**src/rtl/ioctl_byte_source.sv**
```systemverilog
// Word FIFO to paced byte-wide ioctl download stream for the ROM loader path.
// Define IOCTL_SRC_LSB_FIRST_EN for LSB-first byte order within each word.
module ioctl_byte_source #(
  parameter int FIFO_DEPTH = 16,
  parameter int WR_GAP     = 4
) (
  input  logic        clk,
  input  logic        RSTn,
  input  logic        slot_start,
  input  logic [15:0] slot_index,
  input  logic        slot_end,
  input  logic        word_valid,
  input  logic [24:0] word_addr,
  input  logic [31:0] word_data,
  output logic        fifo_full,
  output logic        overflow,
  output logic        busy,
  output logic        ioctl_download,
  output logic [15:0] ioctl_index,
  output logic        ioctl_wr,
  output logic [24:0] ioctl_addr,
  output logic [7:0]  ioctl_data,
  input  logic        ioctl_wait
);

  localparam int AW = $clog2(FIFO_DEPTH);
  localparam int CW = AW + 1;
  localparam int GW = (WR_GAP > 1) ? $clog2(WR_GAP) : 1;

  typedef enum logic [2:0] {
    S_IDLE, S_ACTIVE, S_LOAD, S_EMIT, S_GAP, S_DRAIN
  } state_t;

  state_t r_state, w_next;

  logic [54:0]   r_mem [FIFO_DEPTH];
  logic [AW-1:0] r_wptr, r_rptr;
  logic [CW-1:0] r_count;
  logic [22:0]   r_waddr;
  logic [31:0]   r_word;
  logic [1:0]    r_cnt;
  logic [GW-1:0] r_gap;
  logic          r_end, r_ovf, r_dl;
  logic [15:0]   r_index;
  logic [24:0]   r_addr;
  logic [7:0]    r_data;

  logic          w_push, w_pop, w_empty, w_end, w_gap_done;
  logic [54:0]   w_head;
  logic [1:0]    w_cnt_nx;
  logic          w_unused;

  function automatic logic [7:0] f_byte(input logic [31:0] w,
                                        input logic [1:0]  c);
`ifdef IOCTL_SRC_LSB_FIRST_EN
    f_byte = w[{c, 3'b000} +: 8];
`else
    f_byte = w[{~c, 3'b000} +: 8];
`endif
  endfunction

  assign w_unused   = ^word_addr[1:0];
  assign fifo_full  = (r_count == CW'(FIFO_DEPTH));
  assign w_empty    = (r_count == '0);
  assign w_push     = word_valid && !fifo_full && (r_state != S_IDLE);
  assign w_pop      = (r_state == S_LOAD);
  assign w_head     = r_mem[r_rptr];
  assign w_end      = r_end || slot_end;
  assign w_gap_done = (r_gap == GW'(WR_GAP - 1));
  assign w_cnt_nx   = r_cnt + 2'd1;

  assign overflow       = r_ovf;
  assign busy           = (r_state != S_IDLE);
  assign ioctl_download = r_dl;
  assign ioctl_index    = r_index;
  assign ioctl_wr       = (r_state == S_EMIT) && !ioctl_wait;
  assign ioctl_addr     = r_addr;
  assign ioctl_data     = r_data;

  // ACTIVE holds off the pop while the sink stalls, so queued words stay counted
  always_comb begin
    w_next = r_state;
    unique case (r_state)
      S_IDLE:   if (slot_start) w_next = S_ACTIVE;
      S_ACTIVE: begin
        if (!w_empty) begin
          if (!ioctl_wait) w_next = S_LOAD;
        end else if (w_end) begin
          w_next = S_IDLE;
        end
      end
      S_LOAD:   w_next = S_EMIT;
      S_EMIT:   if (!ioctl_wait) w_next = S_GAP;
      S_GAP: begin
        if (w_gap_done) begin
          if (r_cnt != 2'd3)  w_next = S_EMIT;
          else if (!w_empty)  w_next = S_LOAD;
          else if (w_end)     w_next = S_DRAIN;
          else                w_next = S_ACTIVE;
        end
      end
      S_DRAIN:  w_next = S_IDLE;
      default:  w_next = S_IDLE;
    endcase
  end

  always_ff @(posedge clk) begin
    if (w_push) r_mem[r_wptr] <= {word_addr[24:2], word_data};
  end

  always_ff @(posedge clk or negedge RSTn) begin
    if (!RSTn) begin
      r_state <= S_IDLE;
      r_wptr  <= '0;
      r_rptr  <= '0;
      r_count <= '0;
      r_waddr <= '0;
      r_word  <= '0;
      r_cnt   <= '0;
      r_gap   <= '0;
      r_end   <= 1'b0;
      r_ovf   <= 1'b0;
      r_dl    <= 1'b0;
      r_index <= '0;
      r_addr  <= '0;
      r_data  <= '0;
    end else begin
      r_state <= w_next;
      if (w_push) r_wptr <= r_wptr + AW'(1);
      if (w_pop)  r_rptr <= r_rptr + AW'(1);
      if (w_push && !w_pop)      r_count <= r_count + CW'(1);
      else if (!w_push && w_pop) r_count <= r_count - CW'(1);

      if (r_state == S_IDLE) r_end <= 1'b0;
      else if (slot_end)     r_end <= 1'b1;

      if (r_state == S_IDLE && slot_start) begin
        r_index <= slot_index;
        r_ovf   <= 1'b0;
        r_dl    <= 1'b1;
      end else begin
        if (word_valid && fifo_full && r_state != S_IDLE) r_ovf <= 1'b1;
        if ((r_state == S_ACTIVE && w_next == S_IDLE) ||
            r_state == S_DRAIN)
          r_dl <= 1'b0;
      end

      if (r_state == S_EMIT) r_gap <= '0;
      else if (r_state == S_GAP) r_gap <= r_gap + GW'(1);

      if (r_state == S_LOAD) begin
        r_waddr <= w_head[54:32];
        r_word  <= w_head[31:0];
        r_cnt   <= 2'd0;
        r_addr  <= {w_head[54:32], 2'd0};
        r_data  <= f_byte(w_head[31:0], 2'd0);
      end else if (r_state == S_GAP && w_next == S_EMIT) begin
        r_cnt   <= w_cnt_nx;
        r_addr  <= {r_waddr, w_cnt_nx};
        r_data  <= f_byte(r_word, w_cnt_nx);
      end
    end
  end

endmodule

```
**config.mk**
```make
export PLATFORM = sky130hd
export DESIGN_NAME = ioctl_byte_source
export DESIGN_NICKNAME = d
export VERILOG_FILES = /design/src/rtl/ioctl_byte_source.sv
export SDC_FILE = /design/constraint.sdc
export NUM_CORES = 1
export LEC_CHECK = 0
export CORE_ASPECT_RATIO = 1.75
export CORE_MARGIN = 5
export CORE_UTILIZATION = 61
export DETAILED_ROUTE_END_ITERATION = 8
export PLACE_DENSITY = 0.84
export SYNTH_ARGS = -nofsm -noshare
export SYNTH_HDL_FRONTEND = slang
export SYNTH_SLANG_ARGS = --single-unit
```
**constraint.sdc**
```tcl
create_clock -name clk -period 7 [get_ports clk]
set_input_delay 1.05 -clock clk [delete_from_list [all_inputs] [get_ports clk]]
set_output_delay 1.05 -clock clk [all_outputs]
set_load 0.05 [all_outputs]
```
After elaboration in Yosys (flattened, before gate mapping)
Memory sizes are Yosys's and may differ from the RTL's.
Cells that the tools add are included.
{ "word_totals": {"regBits": 127, "latch_bits": 0, "ramBits": 880, "mem_bits_ro": 0, "in_bits": 79, "out_inout_bits": 54, "elab_cells": 86, "memories": 1} }
{ "memory_table": {"columns": ["name", "depth", "width", "read_ports", "rd_clocked_by_memory_dff", "wr", "line_no", "rtl"], "rows": [
  ["r_mem", 16, 55, 1, 0, 1, "36", "logic [54:0] r_mem [FIFO_DEPTH];"]
]} }
{ "classes": {"n_addsub": 6, "multipliers": 0, "div": 0, "magnitude_cmp": 0, "n_eq_ne": 9, "n_shift": 1, "muxes": 28, "bitwise_logic": 1, "reduce_logical": 26} }
{ "op_table": {"columns": ["cell", "n"], "rows": [
  ["$mux W25", 2],
  ["$shiftx A32 B6 Y8", 1],
  ["$mux W3", 9],
  ["$mux W8", 2],
  ["$pmux W3 S5", 1],
  ["$reduce_bool A2 Y1", 6],
  ["$logic_and A1 B1 Y1", 10],
  ["$mux W5", 2],
  ["$eq A3 B2 Y1 const B", 3],
  ["$add A4 B1 Y4 const B", 2],
  ["$mux W1", 8],
  ["$mux W2", 4],
  ["$eq A3 B3 Y1 const B", 2],
  ["$logic_not A3 Y1", 2],
  ["$add A5 B1 Y5 const B", 1],
  ["$eq A5 B5 Y1 const B", 1],
  ["$logic_not A5 Y1", 1],
  ["$sub A5 B1 Y5 const B", 1],
  ["$add A2 B1 Y2 const B", 2],
  ["$logic_not A1 Y1", 4],
  ["$eq A3 B1 Y1 const B", 1],
  ["$reduce_bool A3 Y1", 1],
  ["$eq A2 B2 Y1 const B", 1],
  ["$logic_or A1 B1 Y1", 2],
  ["2 further kinds", 2]
]} }

Depth between registers and ports, before layout
{ "depth": {"word_depth": 11, "ltp_mapped": 12} }

Worst setup path after synthesis
No wires, ideal clock.
{ "synth_path": {"path_type": "reg-to-reg", "startpoint": "register r_state[1]", "endpoint": "memory r_mem[3][0] (enable)", "arrival_time_ps": 5298, "t_required_ps": 6465, "slack_ps": 1167, "stages_incl_launch_ff": 7, "period_less_slack_ps": 5833, "path_cell_list": "dfrtp_1 > buf_2 > or3_1 > nand2_1 > nor2_2 > nand2_1 > nor3_1"} }
{ "synth_via": {"elab_chain_cells": 4} }
{ "synth_lines": {"columns": ["item", "line_no", "rtl"], "rows": [
  ["start, declared", "34", "state_t r_state, w_next;"],
  ["start signal, assigned", "128", "r_state <= w_next;"],
  ["$reduce_bool A3 Y1", null, null],
  ["via busy", "17", "output logic busy,"],
  ["$logic_and A1 B1 Y1", "65", "assign w_push = word_valid && !fifo_full && (r_state != S_IDLE);"],
  ["via w_push", "48", "logic w_push, w_pop, w_empty, w_end, w_gap_done;"],
  ["$mux W1", "108", "if (w_push) r_mem[r_wptr] <= {word_addr[24:2], word_data};"],
  ["$mux W1 (implied by the code)", "108", null],
  ["end, declared", "36", null]
]} }
The timed path passes the listed nets, and every way through them passes these cells.

Worst setup path after layout
{ "layout_path": {"startpoint": "input port ioctl_wait", "endpoint": "output port ioctl_wr"} }
{ "layout_via": {"elab_chain_cells": 2} }
{ "layout_lines": {"columns": ["item", "line_no", "rtl"], "rows": [
  ["start, declared", "23", "input logic ioctl_wait"],
  ["$logic_not A1 Y1", null, null],
  ["$logic_and A1 B1 Y1", "76", "assign ioctl_wr = (r_state == S_EMIT) && !ioctl_wait;"],
  ["end, declared", "20", "output logic ioctl_wr,"]
]} }
No other way between the ends.

==> out/results.ini <==
[timing]
slew_viol_final=0
holdWs_ps=456
slew-limit-headroom_pct=15.3
skew_ps=22.3
setup_viol=0
fmax_mhz=266
finalSetupTns_ps=0
hold_violations=0
post-route-min-period_ps=3770
worst_pin_slew_ps=1270
rsz0062_at_grt=false
post-route-period-util_pct=53.8

[yosys]
yosys.area_share.simple_pct=3.04
synthXorXnorAreaFrac_pct=0.271
ys_ff_latch=1005
synth_edf_count=880
syn_avg_cell_area_um2=18.8
synth-seq-area-share_pct=76.1
synth.area.mux_share_pct=14.6
synth_top_family_by_area=multiplexers
synth_compound_area_share_pct=4.00
synth-adder-area-share_pct=0.406
syn_area_um2=38800
synthesis.nets=2152
synthCells=2061
ys.flop_type=edfxtp_1
yosys_warnings=0
synth_top_area_cell=edfxtp_1
synthTopCellsByArea=edfxtp_1 (68%), dfrtp_1 (8.1%), mux4_2 (7.5%)
ys_async_sr_fraction_pct=12.4
yosysUniqueCellTypes=46
synth_top_area_share_pct=68.1

[hold_path]
hold_class=primary input to asynchronous set/reset pin

[routing]
drcViolationCount=0
routed_via_density=6.62
wirelength_um=89400
firstDrtPassIters=6
routedWlPerCell_um=29.1
initialDrtViolationCount=2378
final_antenna_net_count=0
vias=20365

[worst_setup_path]
path_max_fanout=3
r2r_slack_ps=3330
ff2ff_path_depth=6
crit_type=primary input to output port
cp-start-kind=primary input
regToRegEndpoint=r_mem[4][4]
cp.required_ps=5950
end_kind=output port
cp.arrival_ps=2720
r2r_start=r_state[2]

[clock_network]
clk_pin_slew_ps=70
cts_sinks=1005
clockBufferDepth=3
htreeDepth=3
cts-root-buf=clkbuf_16
cts_tree=built
cts_buffers=82
cts-resized-gates=0
postCtsSetupBuffers=0
worst_skew_pair.late_latency_ps=620
holdBufCountCts=0

[die]
num_rows=122
ioPinCount=133
initial_core_util_pct=61.4
die-width_um=201
die_area_um2=69000
die_h_um=344
core_area_um2=63200

[layout]
syn_to_final_growth_pct=12.4
fin_nets=2292
n_fill_cell=3764
final_common_cell=edfxtp_1
final_cell_mix=edfxtp_1 (880), mux2i_1 (254), mux4_2 (129), clkdlybuf4s50_1 (129), dfrtp_1 (122)
multi_input_area_um2=8810
drive_gt1_share_pct=14.8
finish.utilization_pct=69.0
seqCellArea_um2=29600

[placed_design]
gp_congestion=0.801
place_hpwl_um=48400
io_buffers=130

[global_routing]
antenna_found_initial=4
grt_remaining_overflow=0
grt_first_pass_wirelength_um=133000
grt_pass1_vias=21488
grt_max_degree=149
grt_use_total_pct=25.8

[pwr]
power.total_w=0.0177
irDropWorstVdd_mv=0.343
power_density_nw_per_um2=405
p_leak_nw=14.5

[status]
status=finished clean

[flow_run]
maxCapViolations=0

## layout make-up
cell class | instances | share of cell area (%)
clock inverters | 37 | 0.783
multi-input cells | 933 | 20.2
diodes | 3 | 0.0172
repair buffers | 174 | 3.80
flip-flops and latches | 1005 | 67.8
well taps | 806 | 2.31
inverters | 5 | 0.0430
clock buffers | 111 | 5.10
## per-layer routing
| layer | track usage (%) | share of wire, % | vias up |
|---|---|---|---|
| li1 | - | - | 8509 |
| met5 | 0 | 0.038 | - |
| met3 | 4.05 | 7.0 | 238 |
| met4 | 11.9 | 4.6 | 4 |
| met2 | 46.8 | 54 | 1120 |
| met1 | 30.6 | 34 | 10494 |
## synth_stat cells, drive strengths merged, types with 9 or more instances
cell type and instances:
nand3 72, a22oi 92, edfxtp 880, xnor2 9
ha 11, o21ai 53, a21oi 51, nor2 101
mux2 20, dfrtp 125, clkbuf 48, buf 70
mux4 129, nand2 61, a31oi 30, mux2i 254
## report_power, final
group / internal [W] / switching (W) / total, W
Sequential: 0.00733 / 0.000608 / 0.00794
Clock: 0.00246 / 0.00200 / 0.00446
Combinational: 0.00211 / 0.00315 / 0.00526
Total: 0.0119 / 0.00576 / 0.0177
## critical path, cell delays in order
cell             delay [ps]
clkdlybuf4s50_1         440
nand2b_1                200
nor2_1                  180
clkdlybuf4s50_1         840
## worst max-delay path by stage
| stage | from | end | slack (ps) | cells after the start |
|---|---|---|---|---|
| after global placement | word_valid | r_mem[4][1] | 2670 | 6 |
| after CTS | ioctl_wait | ioctl_wr | 3230 | 4 |
| after detailed placement | word_valid | r_mem[4][1] | 2660 | 6 |
| final | ioctl_wait | ioctl_wr | 3230 | 4 |
| after floorplan | r_state[1] | r_mem[3][0] | 1170 | 6 |
| after global routing | r_state[2] | r_mem[4][4] | 3090 | 6 |
## through the flow
| stage | setup slack, ps | instance area [um^2] | instances |
|---|---|---|---|
| global route | 3090 | 43600 | 3073 |
| finish | 3230 | 43600 | 3074 |
| global placement | 2670 | 41100 | 2923 |
| CTS | 3230 | 43600 | 3071 |
| floorplan | 1170 | 38800 | 2061 |
| detailed placement | 2660 | 41100 | 2923 |
## cells by family after synthesis
| kind of cell | count (synthesis) |
|---|---|
| flip-flops | 1005 |
| multiplexers | 403 |
| AND/OR/NAND/NOR | 264 |
| AO/OA/AOI/OAI | 242 |
| buffers and inverters | 123 |
| XOR/XNOR | 12 |
| adder cells (fa/ha/maj) | 12 |
## state kept, by name, summed over array words and instances, names as in the netlist, 4 cells and up
signal and count:
r_mem 880, r_word 32, ioctl_addr 24, r_waddr 23, ioctl_index 16, ioctl_data 8
r_count 5, r_rptr 4, r_wptr 4
Power figures use the tool's default switching activity.
